--- src/rtl/button_conditioner_pkg.sv ---
// Shared game package: default timing parameters and button indices.
// Imported by the conditioner top and its debounce sub-module.
package button_conditioner_pkg;

    // 10 ms debounce window at 100 MHz
    localparam int unsigned DEBOUNCE_CYCLES_DEF = 1000000;
    // ~60 Hz game tick at 100 MHz
    localparam int unsigned TICK_DIV_DEF = 1666668;

    localparam int unsigned NUM_BTN = 5;

    localparam int unsigned UP     = 0;
    localparam int unsigned DOWN   = 1;
    localparam int unsigned LEFT   = 2;
    localparam int unsigned RIGHT  = 3;
    localparam int unsigned CENTRE = 4;

endpackage

--- src/rtl/button_conditioner_debounce.sv ---
// Two-flop synchroniser plus counting debouncer for one raw button.
// Ports: clk, reset (sync, active-high), raw_i (async level), db_o (debounced level).
module debounce
    import button_conditioner_pkg::*;
#(
    parameter int unsigned DEBOUNCE_CYCLES = DEBOUNCE_CYCLES_DEF
) (
    input  logic clk,
    input  logic reset,
    input  logic raw_i,
    output logic db_o
);

    localparam int unsigned CW = $clog2(DEBOUNCE_CYCLES);
    localparam logic [CW-1:0] CNT_LAST = CW'(DEBOUNCE_CYCLES - 1);

    logic          sync1_q;
    logic          sync2_q;
    logic          stable_q;
    logic          stable_d;
    logic [CW-1:0] cnt_q;
    logic [CW-1:0] cnt_d;
    logic          db_q;

    // Counter only advances while the synchronised level disagrees with the
    // accepted level; any agreement (a glitch ending) restarts the window.
    always_comb begin
        stable_d = stable_q;
        cnt_d    = '0;
        if (sync2_q != stable_q) begin
            if (cnt_q == CNT_LAST) begin
                stable_d = ~stable_q;
            end else begin
                cnt_d = cnt_q + 1'b1;
            end
        end
    end

    // db_q is a registered copy of the stable level so the output
    // never depends combinationally on the debounce decision.
    always_ff @(posedge clk) begin
        if (reset) begin
            sync1_q  <= 1'b0;
            sync2_q  <= 1'b0;
            stable_q <= 1'b0;
            cnt_q    <= '0;
            db_q     <= 1'b0;
        end else begin
            sync1_q  <= raw_i;
            sync2_q  <= sync1_q;
            stable_q <= stable_d;
            cnt_q    <= cnt_d;
            db_q     <= stable_q;
        end
    end

    assign db_o = db_q;

endmodule

--- src/rtl/button_conditioner.sv ---
// Debounces five push-buttons, derives a game tick, tick-sampled direction
// commands and a once-per-tick restart request. Ports: clk, reset, raw
// buttons in; *_db levels, game_tick, move_*, restart_req out.
module button_conditioner
    import button_conditioner_pkg::*;
#(
    parameter int unsigned DEBOUNCE_CYCLES = DEBOUNCE_CYCLES_DEF,
    parameter int unsigned TICK_DIV        = TICK_DIV_DEF
) (
    input  logic clk,
    input  logic reset,
    input  logic up,
    input  logic down,
    input  logic left,
    input  logic right,
    input  logic centre,
    output logic up_db,
    output logic down_db,
    output logic left_db,
    output logic right_db,
    output logic centre_db,
    output logic game_tick,
    output logic move_up,
    output logic move_down,
    output logic move_left,
    output logic move_right,
    output logic restart_req
);

    localparam int unsigned TW = $clog2(TICK_DIV);
    localparam logic [TW-1:0] TICK_LAST = TW'(TICK_DIV - 1);

    logic [NUM_BTN-1:0] raw;
    logic [NUM_BTN-1:0] db;

    assign raw[UP]     = up;
    assign raw[DOWN]   = down;
    assign raw[LEFT]   = left;
    assign raw[RIGHT]  = right;
    assign raw[CENTRE] = centre;

    for (genvar i = 0; i < NUM_BTN; i++) begin : g_btn
        debounce #(
            .DEBOUNCE_CYCLES(DEBOUNCE_CYCLES)
        ) u_debounce (
            .clk  (clk),
            .reset(reset),
            .raw_i(raw[i]),
            .db_o (db[i])
        );
    end

    logic [TW-1:0] tick_q;
    logic [TW-1:0] tick_d;
    logic          tick_hit;
    logic [3:0]    move_q;
    logic [3:0]    move_d;
    logic          centre_prev_q;
    logic          flag_q;
    logic          flag_d;
    logic          centre_rise;

    assign tick_hit    = (tick_q == TICK_LAST);
    assign centre_rise = db[CENTRE] & ~centre_prev_q;

    always_comb begin
        tick_d = tick_hit ? '0 : tick_q + 1'b1;
        move_d = move_q;
        flag_d = flag_q;
        if (tick_hit) begin
            // Opposite directions cancel each other.
            move_d[UP]    = db[UP] & ~db[DOWN];
            move_d[DOWN]  = db[DOWN] & ~db[UP];
            move_d[LEFT]  = db[LEFT] & ~db[RIGHT];
            move_d[RIGHT] = db[RIGHT] & ~db[LEFT];
            // A press landing on the tick itself is consumed by this tick.
            flag_d        = 1'b0;
        end else if (centre_rise) begin
            flag_d = 1'b1;
        end
    end

    always_ff @(posedge clk) begin
        if (reset) begin
            tick_q        <= '0;
            move_q        <= '0;
            centre_prev_q <= 1'b0;
            flag_q        <= 1'b0;
        end else begin
            tick_q        <= tick_d;
            move_q        <= move_d;
            centre_prev_q <= db[CENTRE];
            flag_q        <= flag_d;
        end
    end

    assign up_db       = db[UP];
    assign down_db     = db[DOWN];
    assign left_db     = db[LEFT];
    assign right_db    = db[RIGHT];
    assign centre_db   = db[CENTRE];
    assign game_tick   = tick_hit & ~reset;
    assign restart_req = tick_hit & ~reset & (flag_q | centre_rise);
    assign move_up     = move_q[UP];
    assign move_down   = move_q[DOWN];
    assign move_left   = move_q[LEFT];
    assign move_right  = move_q[RIGHT];

endmodule

--- config.mk ---
export PLATFORM = sky130hd
export DESIGN_NAME = button_conditioner
export DESIGN_NICKNAME = d
export VERILOG_FILES = /design/src/rtl/button_conditioner_pkg.sv /design/src/rtl/button_conditioner_debounce.sv /design/src/rtl/button_conditioner.sv
export SDC_FILE = /design/constraint.sdc
export NUM_CORES = 1
export LEC_CHECK = 0
export CAP_MARGIN = 20
export CORE_MARGIN = 5
export CORE_UTILIZATION = 45
export CTS_CLUSTER_DIAMETER = 50
export DETAILED_ROUTE_END_ITERATION = 6
export GPL_TIMING_DRIVEN = 0
export PLACE_DENSITY_LB_ADDON = 0.2
export SLEW_MARGIN = 20
export SYNTH_ARGS = -nofsm -noshare
export SYNTH_HDL_FRONTEND = slang
export SYNTH_SLANG_ARGS = --single-unit
--- constraint.sdc ---
create_clock -name clk -period 3.8 [get_ports clk]
set_input_delay 0.76 -clock clk [delete_from_list [all_inputs] [get_ports clk]]
set_output_delay 0.76 -clock clk [all_outputs]
set_load 0.05 [all_outputs]
=== Yosys cells after proc, flatten, opt, wreduce, memory -nomap -nowiden ===
Cells that the tools add are included.

* Add/sub/neg operators: 6
* Eq/ne operators: 11
* Bitwise operators: 24
* Reduce and logical (&&, ||, !) cells: 11

{| class="wikitable"
|+ Operators with widths
! cell !! count
|-
| $add A20 B1 Y20 const B || 5
|-
| $eq A20 B20 Y1 const B || 5
|-
| $add A21 B1 Y21 const B || 1
|-
| $eq A21 B21 Y1 const B || 1
|-
| $not A1 Y1 || 16
|-
| $reduce_or A3 Y1 || 5
|-
| $reduce_and A2 Y1 || 5
|-
| $and A1 B1 Y1 || 7
|-
| $ne A1 B1 Y1 || 5
|-
| $reduce_or A2 Y1 || 1
|-
| $or A1 B1 Y1 || 1
|}

* Register bits: 147
* Input port bits: 7

=== Depth between registers and ports, before layout ===
Gate-level depths: netlist (run 1).

* Depth after elaboration: 4
* Depth in mapped cells: 6

=== Hierarchy ===
A second synthesis (run 1) with hierarchy kept.

* Cells, all modules: 733
* Area total of the unflattened synthesis: 6,857.8 um^2

{| class="wikitable"
|+ By module, submodules not included
! module !! instances !! cells an instance !! area an instance (um^2)
|-
| debounce || 5 || 116 || 1,096.1
|-
| button_conditioner || 1 || 153 || 1,377.6
|}

=== Worst setup path after synthesis (run 1) ===
No wires, ideal clock.

* Path kind: flip-flop to output port
* From: register tick_q[14]
* To: output port restart_req
* Arrival time: 2,966 ps
* Data required time: 3,040 ps
* Setup slack: 74 ps
* Cell stages (with the launch flop): 4
* Path buffers: 0
* Path through: dfxtp_1 or4bb_1 or4_1 nor4_1

* Word-level cells in the longest chain between the ends: 3

{| class="wikitable"
|+ Ends and longest elaborated chain
! element !! RTL line !! source
|-
| start, declared || button_conditioner.sv:53 || <nowiki>logic [TW-1:0] tick_q;</nowiki>
|-
| start signal, assigned || button_conditioner.sv:90 || <nowiki>tick_q <= tick_d;</nowiki>
|-
| $eq A21 B21 Y1 || button_conditioner.sv:63 || <nowiki>assign tick_hit = (tick_q == TICK_LAST);</nowiki>
|-
| $and A1 B1 Y1 (2 in series) || button_conditioner.sv:103 || <nowiki>assign restart_req = tick_hit & ~reset & (flag_q | centre_rise);</nowiki>
|-
| end, declared || button_conditioner.sv:27 || <nowiki>output logic restart_req</nowiki>
|}

Every way passes these cells.

=== Worst setup path in the final report (run 1) ===
* From: register tick_q[14]
* To: output port game_tick

* Word-level cells in the longest chain between the ends: 2

{| class="wikitable"
|+ Ends and longest elaborated chain
! element !! RTL line !! source
|-
| $eq A21 B21 Y1 || button_conditioner.sv:63 ||
|-
| $and A1 B1 Y1 || button_conditioner.sv:102 || <nowiki>assign game_tick = tick_hit & ~reset;</nowiki>
|-
| end, declared || button_conditioner.sv:22 || <nowiki>output logic game_tick,</nowiki>
|}

Every way passes these cells.

==> results.sh, run 1 <==
export IMPL_status="finished, final reports clean"
export IMPL_p_sw_w=0.0006442
export IMPL_synth_xor_area_share_pct=10.66
export IMPL_via_count=5147
export IMPL_leakagePower_nw=2.176
export IMPL_skew_ns=0.005503
export IMPL_crit_cells=4
export IMPL_synthAdderAreaFrac_pct=1.186
export IMPL_antenna_found_initial=0
export IMPL_post_cts_resized=6
export IMPL_gp_congestion=0.7705
export IMPL_crit_type="reg -> out"
export IMPL_finalHoldViolCount=0
export IMPL_clk_pin_slew_ns=0.05
export IMPL_synth_area_mux_share_pct=0
export IMPL_fin_area_sq_um=7382
export IMPL_yosysTopAreaCell="dfxtp_1"
export IMPL_cap_violations=0
export IMPL_ant_nets=0
export IMPL_synth_cells=718
export IMPL_avgRoutedWirePerCell_um=13.30
export IMPL_port_buffers=17
export IMPL_internal_power_w=0.002811
export IMPL_syn_nets=731
export IMPL_fin_crit_sh_pct=95.28
export IMPL_path_delay_family="simple AND/OR/NAND/NOR gates"
export IMPL_root_buffer="clkbuf_16"
export IMPL_die_h_um=128.6
export IMPL_rsz0062_at_grt="false"
export IMPL_synth_top_family_by_area="simple AND/OR/NAND/NOR gates"
export IMPL_critPathArrivalTime_ns=2.86
export IMPL_cpPeakStageDelay_ns=0.63
export IMPL_combPwrFrac_pct=1.3
export IMPL_holdCritPathClass="reg -> reg"
export IMPL_cts_tree="built"
export IMPL_setup_violations_final=0
export IMPL_areaGrowthSynthToFinish_pct=16.65
export IMPL_yosys_top_cells_count="147 x dfxtp_1, 93 x nor2_1, 53 x xnor2_1"
export IMPL_ir_worst_vdd_mv=0.3320
export IMPL_yosys_register_bits=147
export IMPL_ys_async_sr_fraction_pct=0
export IMPL_switching_share_pct=18.65
export IMPL_yosysUniqueCellTypes=44
export IMPL_firstDrtPassIters=5
export IMPL_vias_per_cell=5.441
export IMPL_rows=43
export IMPL_yosysWarnings=0
export IMPL_yosys_area_top_type_share_pct=46.50
export IMPL_holdPathStages=1
export IMPL_syn_cell_area_sq_um=6329
export IMPL_ff2ff_path_depth=5
export IMPL_routed_wl_um=12590
export IMPL_clk_latency_ns=0.42
export IMPL_htree_num_levels=4
export IMPL_postCtsSetupRepairBufs=0
export IMPL_start_util_pct=45.77
export IMPL_drcViolationCount=0
export IMPL_slew_headroom_pct=48.09
export IMPL_yosysMostFrequentCell="dfxtp_1"
export IMPL_clkPwrFrac_pct=53.6
export IMPL_synth_area_leaders="dfxtp_1 47%, xnor2_1 7.3%, nor2_1 5.5%"
export IMPL_finalCriticalPeriod_ns=3.621
export IMPL_cp_end_kind="output port"
export IMPL_placed_area_sq_um=6724
export IMPL_finalMaxSlewViolations=0
export IMPL_n_fill_cell=1215
export IMPL_clk_path_buf_depth=2
export IMPL_overflow=0
export IMPL_avgSynthCellArea_sq_um=8.814
export IMPL_grt_usage_pct=16.21
export IMPL_die_area_sq_um=16540
export IMPL_cp_slowest_cell="or4_1"
export IMPL_multi_input_area_sq_um=3222
export IMPL_die_w_um=128.6
export IMPL_powerDensity_nw_per_um2=468.0
export IMPL_grt_pass1_vias=4851
export IMPL_seq_area_sq_um=2943
export IMPL_cp_start_kind="flip-flop"
export IMPL_post_dp_hpwl_um=8929
export IMPL_clock_fmax_mhz=276.2
export IMPL_layout_drive_gt1_share_pct=6.266
export IMPL_path_cells="or4bb_1 > or4_1 > nor3_2 > dlygate4sd2_1"
export IMPL_path_buf_inv=1
export IMPL_hold_buffers=0
export IMPL_worst_pin_slew_ns=0.7734
export IMPL_numCtsBuffers=17
export IMPL_required_ns=3.04
export IMPL_ys_seq_area_share_pct=46.50
export IMPL_core_sq_um=13830
export IMPL_nets=767
export IMPL_first_iter_violations=342
export IMPL_synth_flop_cell="dfxtp_1"
export IMPL_synth_compound_area_share_pct=8.877
export IMPL_yosys_area_share_simple_pct=30.19
export IMPL_synth_edf_count=0
export IMPL_cp_max_fo=5
export IMPL_io_pins=18
export IMPL_cts_sinks=147
export IMPL_grt_first_pass_wirelength_um=22010
export IMPL_grt_max_degree=17
export IMPL_seqPwrFrac_pct=45.1
export IMPL_final_util_pct=53.39
export IMPL_num_antenna_cells=0
==> placed cells by master, fill, tap and decap left out, types with 2 or more instances in the layout <==
cell             count
or4b_2               2
ha_1                 6
nand2b_1             2
o21ba_2              2
dfxtp_1            147
a21oi_1             42
o21ai_0             27
clkbuf_2             2
or4b_1               3
buf_4                2
clkinvlp_4           2
o21ai_1              4
and2_1               5
nand2_1             37
o31ai_1             14
clkbuf_16           17
clkdlybuf4s50_1     15
nor3_1              16
xnor2_1             53
buf_2                2
xor2_1              24
nor2b_1             21
and4_1               3
nor4_1              21
bufinv_16            6
or2_2                2
a22o_1               4
or3b_2               2
or3_1               25
clkbuf_1            12
nand4b_1             3
inv_1               23
nor4bb_1             2
and3_1               9
clkinv_2             2
or4_1               27
nand4_1             23
nor4b_1              2
nand3_1             49
nor2_1              93
==> path summary, 6_finish.rpt <==
kind,startpoint,endpoint,slack (ns)
min,g_btn[1].u_debounce.sync1_q,g_btn[1].u_debounce.sync2_q,0.43
max reg2reg,g_btn[1].u_debounce.cnt_q[13],g_btn[1].u_debounce.cnt_q[8],1.40
min reg2reg,g_btn[1].u_debounce.sync1_q,g_btn[1].u_debounce.sync2_q,0.43
max,tick_q[14],game_tick,0.18
==> power by group through the flow <==
stage          clock [W]  combinational (W)  sequential, W
6_report         0.00185          0.0000464        0.00156
3_3_place_gp           0          0.0000460        0.00159
2_1_floorplan          0          0.0000281        0.00159
4_1_cts          0.00189          0.0000472        0.00156
5_1_grt          0.00196          0.0000520        0.00156
3_5_place_dp           0          0.0000468        0.00159
==> cells by family after synthesis <==
family / after synthesis
flops: 147
fa+ha+maj: 6
simple gates: 353
buf+inv: 39
compound gates: 96
xor+xnor: 77
==> flip-flops by register name, summed over array words and instances (netlist names) <==
name / flops
g_btn.u_debounce.cnt_q: 100
tick_q: 21
g_btn.u_debounce.db_o: 5
g_btn.u_debounce.stable_q: 5
g_btn.u_debounce.sync1_q: 5
g_btn.u_debounce.sync2_q: 5
move_q: 4
centre_prev_q: 1
flag_q: 1
==> layer usage <==
layer / up-vias / GRT usage (%) / share of wire [%]
met5: - / 0 / 0
met1: 2421 / 20.64 / 48
met3: 18 / 4.276 / 3.8
li1: 2633 / - / -
met4: 0 / 7.103 / 1.5
met2: 75 / 25.96 / 47
==> area by class of cell <==
class	instances	share of cell area, %
multi-input cells	532	43.64
plain buffers	16	1.085
flip-flops and latches	147	39.86
repair buffers	17	2.305
clock buffers	21	6.102
well taps	180	3.051
inverters	23	1.169
clock inverters	10	2.780
==> metrics by stage <==
stage	hold slack (ns)	total power [W]	cells	worst slack [ns]	TNS [ns]
after floorplan	0.4138	0.001618	718	0.07418	0
after global placement	0.4201	0.001637	915	-0.4493	-0.4493
after detailed placement	0.4239	0.001638	915	-0.4423	-0.4423
after CTS	0.4366	0.003490	946	0.09811	0
after global routing	0.4576	0.003566	946	0.002895	0
final	0.4328	0.003455	946	0.1795	0
Power figures use the tool's default switching activity.
==> inputs of run 2 (changes only) <==
Settings changed: CORE_UTILIZATION 45 to 60.
==> run 2 against run 1 <==
First-iteration DRC count shrank 7.9%. Critical endpoint unchanged. Largest cell class unchanged. Via count increased by 0.68%. Final area fell by 1.7%.
==> results.sh, run 2 (synthesis results as in run 1) <==
export IMPL_die_area_sq_um=12700
export IMPL_post_cts_resized=2
export IMPL_cap_violations=0
export IMPL_cp_start_kind="flip-flop"
export IMPL_setup_violations_final=0
export IMPL_nets=767
export IMPL_worst_pin_slew_ns=0.7383
export IMPL_status="finished, final reports clean"
export IMPL_post_dp_hpwl_um=8573
export IMPL_ant_nets=0
export IMPL_cp_end_kind="output port"
export IMPL_holdWs_ns=0.4344
export IMPL_worst_slack_ns=0.2882
export IMPL_die_h_um=112.7
export IMPL_cts_tree="built"
export IMPL_finalMaxSlewViolations=0
export IMPL_rsz0062_at_grt="false"
export IMPL_postCtsSetupRepairBufs=0
export IMPL_firstDrtPassIters=7
export IMPL_clk_path_buf_depth=2
export IMPL_cts_sinks=147
export IMPL_critPathArrivalTime_ns=2.75
export IMPL_antenna_found_initial=0
export IMPL_overflow=0
export IMPL_gp_congestion=0.8446
export IMPL_leakagePower_nw=2.144
export IMPL_vias_per_cell=5.751
export IMPL_slew_headroom_pct=50.45
export IMPL_finalPower_w=0.003298
export IMPL_io_pins=18
export IMPL_start_util_pct=61.30
export IMPL_fin_setup_tns_ns=0
export IMPL_skew_ns=0.007216
export IMPL_clk_pin_slew_ns=0.06
export IMPL_avgRoutedWirePerCell_um=14.12
export IMPL_grt_usage_pct=20.65
export IMPL_first_iter_violations=315
export IMPL_htree_num_levels=4
export IMPL_routed_wl_um=12720
export IMPL_top_regs="g_btn.u_debounce.cnt_q: 100 flops, tick_q: 21 flops"
export IMPL_holdCritPathClass="reg -> reg"
export IMPL_num_antenna_cells=0
export IMPL_grt_pass1_vias=4984
export IMPL_required_ns=3.04
export IMPL_top_register="g_btn.u_debounce.cnt_q"
export IMPL_rrSetupSlack_ns=1.37
export IMPL_areaGrowthSynthToFinish_pct=14.63
export IMPL_cp_max_fo=5
export IMPL_grt_first_pass_wirelength_um=21910
export IMPL_finalCriticalPeriod_ns=3.512
export IMPL_rows=37
export IMPL_fin_crit_sh_pct=92.42
export IMPL_grt_max_degree=17
export IMPL_final_cell_mix="147 x dfxtp_1, 93 x nor2_1, 53 x xnor2_1, 49 x nand3_1, 42 x a21oi_1"
export IMPL_powerDensity_nw_per_um2=454.7
export IMPL_preCtsSetupSlack_ns=-0.2437
export IMPL_via_count=5182
export IMPL_numCtsBuffers=17
export IMPL_core_sq_um=10320
export IMPL_ir_worst_vdd_mv=0.3269
export IMPL_layout_drive_gt1_share_pct=6.275
export IMPL_port_buffers=17
export IMPL_largest_register_ffs=100
export IMPL_root_buffer="clkbuf_8"
export IMPL_crit_type="reg -> out"
export IMPL_finalHoldViolCount=0
export IMPL_clk_latency_ns=0.53
export IMPL_die_w_um=112.7
export IMPL_drcViolationCount=0
export IMPL_final_common_cell="dfxtp_1"
export IMPL_hold_buffers=0
export IMPL_clock_fmax_mhz=284.8
[run 2: changes by cell type in the layout (fill, tap and decap cells not counted)]
cell	previous run	this run
bufinv_16	6	4
clkbuf_16	17	16
clkbuf_2	2	3
clkbuf_8	1	2
clkdlybuf4s15_2	1	0
clkinv_2	2	3
clkinv_4	0	1
dlygate4sd2_1	1	0
[run 2: metrics by stage]
step | std cells | utilization [%] | area [sq um]
floorplan | 718 | - | 6329
global placement | 871 | 64.60 | 6669
detailed placement | 871 | 64.60 | 6669
CTS | 901 | 70.33 | 7261
global route | 901 | 70.27 | 7254
finish | 901 | 70.27 | 7254
[run 2: layout make-up]
cell class | count | area, sq um
clock inverter | 10 | 158.9
buffer | 16 | 78.83
fill | 784 | 3069
inverter | 23 | 86.33
tap | 136 | 170.2
timing repair buffer | 17 | 160.2
clock buffer | 20 | 435.4
sequential | 147 | 2943
multi-input combinational | 532 | 3222
[run 2: power breakdown]
| group | switching (W) | internal [W] | leakage [nW] | total [W] |
|---|---|---|---|---|
| Clock | 0.000622 | 0.00107 | 0.287 | 0.00170 |
| Sequential | 0.00000714 | 0.00155 | 1.19 | 0.00156 |
| Combinational | 0.0000271 | 0.0000181 | 0.671 | 0.0000452 |
[run 2: final timing paths]
check / startpoint / end / depth (start not counted)
worst max-delay path: tick_q[14] / game_tick / 4
worst max register to register: g_btn[1].u_debounce.cnt_q[0] / g_btn[1].u_debounce.cnt_q[10] / 6
worst min register to register: g_btn[2].u_debounce.sync1_q / g_btn[2].u_debounce.sync2_q / 1
worst min-delay path: g_btn[2].u_debounce.sync1_q / g_btn[2].u_debounce.sync2_q / 1
[run 2: metal layers]
layer	up-vias	track usage [%]	wire (um)
met5	-	0	0
met4	0	8.093	162
met3	12	5.455	421
met2	72	36.10	6476
met1	2466	24.11	5661
li1	2632	-	-
[run 2: critical path: stages (launching register included)]
cell      delay [ns]
dfxtp_1         0.39
or4bb_1         0.49
or4_1           0.63
nor3_2          0.36
clkbuf_2        0.35
==> inputs of run 3 (changes only) <==
Settings changed: GPL_TIMING_DRIVEN 0 to not set.
==> run 3 against run 2 <==
Combinational power fell by 8.8%. Critical path depth did not move. Cell count fell by 1.4%. Global-route usage fell by 0.63 points. Final area fell by 0.95%. Flip-flop and latch count did not move. Maximum frequency fell by 1.6%. Non-clock buffer count fell by 13. Critical path type unchanged. Critical endpoint is now restart_req.
==> results.sh, run 3 (synthesis results as in run 1) <==
export IMPL_grt_util_met3_pct=5.615
export IMPL_skew_ns=0.005922
export IMPL_placed_area_sq_um=6645
export IMPL_rsz0062_at_grt="false"
export IMPL_areaGrowthSynthToFinish_pct=13.54
export IMPL_die_w_um=112.7
export IMPL_gr_max_usage_layer="met2"
export IMPL_rr_startpoint="tick_q[14]"
export IMPL_ff2ff_path_depth=5
export IMPL_grt_usage_pct=20.02
export IMPL_htree_num_levels=4
export IMPL_cp_start_kind="flip-flop"
export IMPL_hold_buffers=0
export IMPL_min_from="g_btn[1].u_debounce.sync1_q"
export IMPL_seq_area_sq_um=2943
export IMPL_root_buffer="clkbuf_8"
export IMPL_crit_type="reg -> out"
export IMPL_avgRoutedWirePerCell_um=13.47
export IMPL_antenna_found_initial=0
export IMPL_nets=754
export IMPL_vias_per_cell=5.730
export IMPL_first_iter_violations=315
export IMPL_post_cts_resized=0
export IMPL_rows=37
export IMPL_stdcell_count=888
export IMPL_routed_wl_um=11960
export IMPL_fin_area_sq_um=7186
export IMPL_clk_latency_ns=0.53
export IMPL_gp_congestion=0.8467
export IMPL_die_h_um=112.7
export IMPL_finalHoldViolCount=0
export IMPL_multi_input_area_sq_um=3233
export IMPL_clock_fmax_mhz=280.3
export IMPL_grt_first_pass_wirelength_um=21470
export IMPL_cap_violations=0
export IMPL_crit_end="restart_req"
export IMPL_layout_drive_gt1_share_pct=5.984
export IMPL_critPathArrivalTime_ns=2.81
export IMPL_io_pins=18
export IMPL_post_dp_hpwl_um=8295
export IMPL_finalCriticalPeriod_ns=3.567
export IMPL_cts_tree="built"
export IMPL_postCtsSetupRepairBufs=0
export IMPL_fin_crit_sh_pct=93.88
export IMPL_final_common_cell="dfxtp_1"
export IMPL_leakagePower_nw=2.112
export IMPL_holdWs_ns=0.4362
export IMPL_grt_use_met1_pct=22.89
export IMPL_top_regs="g_btn.u_debounce.cnt_q: 100 flops, tick_q: 21 flops"
export IMPL_grt_max_degree=33
export IMPL_rrSetupSlack_ns=1.23
export IMPL_required_ns=3.04
export IMPL_start_util_pct=61.30
export IMPL_clk_path_buf_depth=2
export IMPL_firstDrtPassIters=4
export IMPL_slew_headroom_pct=48.25
export IMPL_top_register="g_btn.u_debounce.cnt_q"
export IMPL_holdCritPathClass="reg -> reg"
export IMPL_setup_violations_final=0
export IMPL_port_buffers=17
export IMPL_cts_sinks=147
export IMPL_drcViolationCount=0
export IMPL_numCtsBuffers=17
export IMPL_clk_pin_slew_ns=0.06
export IMPL_powerDensity_nw_per_um2=436.5
export IMPL_cp_end_kind="output port"
export IMPL_worst_pin_slew_ns=0.7762
export IMPL_reg2reg_to="tick_q[18]"
export IMPL_via_count=5088
export IMPL_status="finished, final reports clean"
export IMPL_largest_register_ffs=100
export IMPL_die_area_sq_um=12700
export IMPL_cp_max_fo=5
export IMPL_startpoint="tick_q[14]"
export IMPL_fin_setup_tns_ns=0
export IMPL_numPlacedInstances=858
export IMPL_met2_usage_pct=34.48
export IMPL_ant_nets=0
export IMPL_num_antenna_cells=0
export IMPL_core_sq_um=10320
export IMPL_final_cell_mix="147 x dfxtp_1, 93 x nor2_1, 53 x xnor2_1, 49 x nand3_1, 42 x a21oi_1"
export IMPL_finalMaxSlewViolations=0
export IMPL_ir_worst_vdd_mv=0.3664
export IMPL_n_fill_cell=803
export IMPL_grt_pass1_vias=5084
export IMPL_overflow=0
## run 3: changes by cell type in the layout (fill, tap and decap cells not counted)
| cell | delta |
|---|---|
| buf_12 | +2 |
| buf_2 | -2 |
| buf_4 | +1 |
| buf_6 | -1 |
| bufinv_16 | -2 |
| clkbuf_1 | -7 |
| clkbuf_2 | -3 |
| clkbuf_8 | +1 |
| clkinv_2 | +1 |
| clkinv_4 | -1 |
| clkinvlp_4 | -2 |
| o21ai_1 | -3 |
| o21ai_2 | +3 |
## run 3: power breakdown
group / switching, W / leakage, nW / internal [W]
logic: 0.0000244 / 0.657 / 0.0000168
clock network: 0.000580 / 0.269 / 0.000956
registers: 0.00000720 / 1.19 / 0.00155
total: 0.000612 / 2.11 / 0.00252
## run 3: metrics by stage
step,setup WS (ns),power [W],util [%]
after floorplan,0.07418,0.001618,-
after global routing,0.1334,0.003260,69.60
after global placement,0.8679,0.001630,64.26
after CTS,0.2181,0.003173,69.60
final,0.2327,0.003136,69.60
after detailed placement,0.8132,0.001633,64.37
## run 3: worst min path at each step
stage,end,slack (ns),cells past startpoint
after floorplan,g_btn[0].u_debounce.sync2_q,0.41,1
after global placement,g_btn[1].u_debounce.sync2_q,0.42,1
after CTS,g_btn[2].u_debounce.sync2_q,0.44,1
after detailed placement,g_btn[2].u_debounce.sync2_q,0.42,1
final,g_btn[1].u_debounce.sync2_q,0.44,1
after global routing,g_btn[1].u_debounce.sync2_q,0.46,1
## run 3: worst max-delay path, cell delays in order, from the launching register on
cell and delay [ns]:
dfxtp_1 0.38, or4bb_1 0.52, or4_1 0.62, nor4_1 0.55, buf_12 0.21
## run 3: metal layers
metal / vias to the layer above / wire length, um
met5: - / 0
met4: 0 / 210
met3: 20 / 391
met2: 64 / 5990
met1: 2398 / 5371
li1: 2606 / -
## run 3: final cells by class
class	instances	area share, %
multi-input cells	532	44.99
flip-flops and latches	147	40.95
clock buffers	24	6.408
repair buffers	20	2.960
well taps	136	2.368
inverters	23	1.201
clock inverters	6	1.114
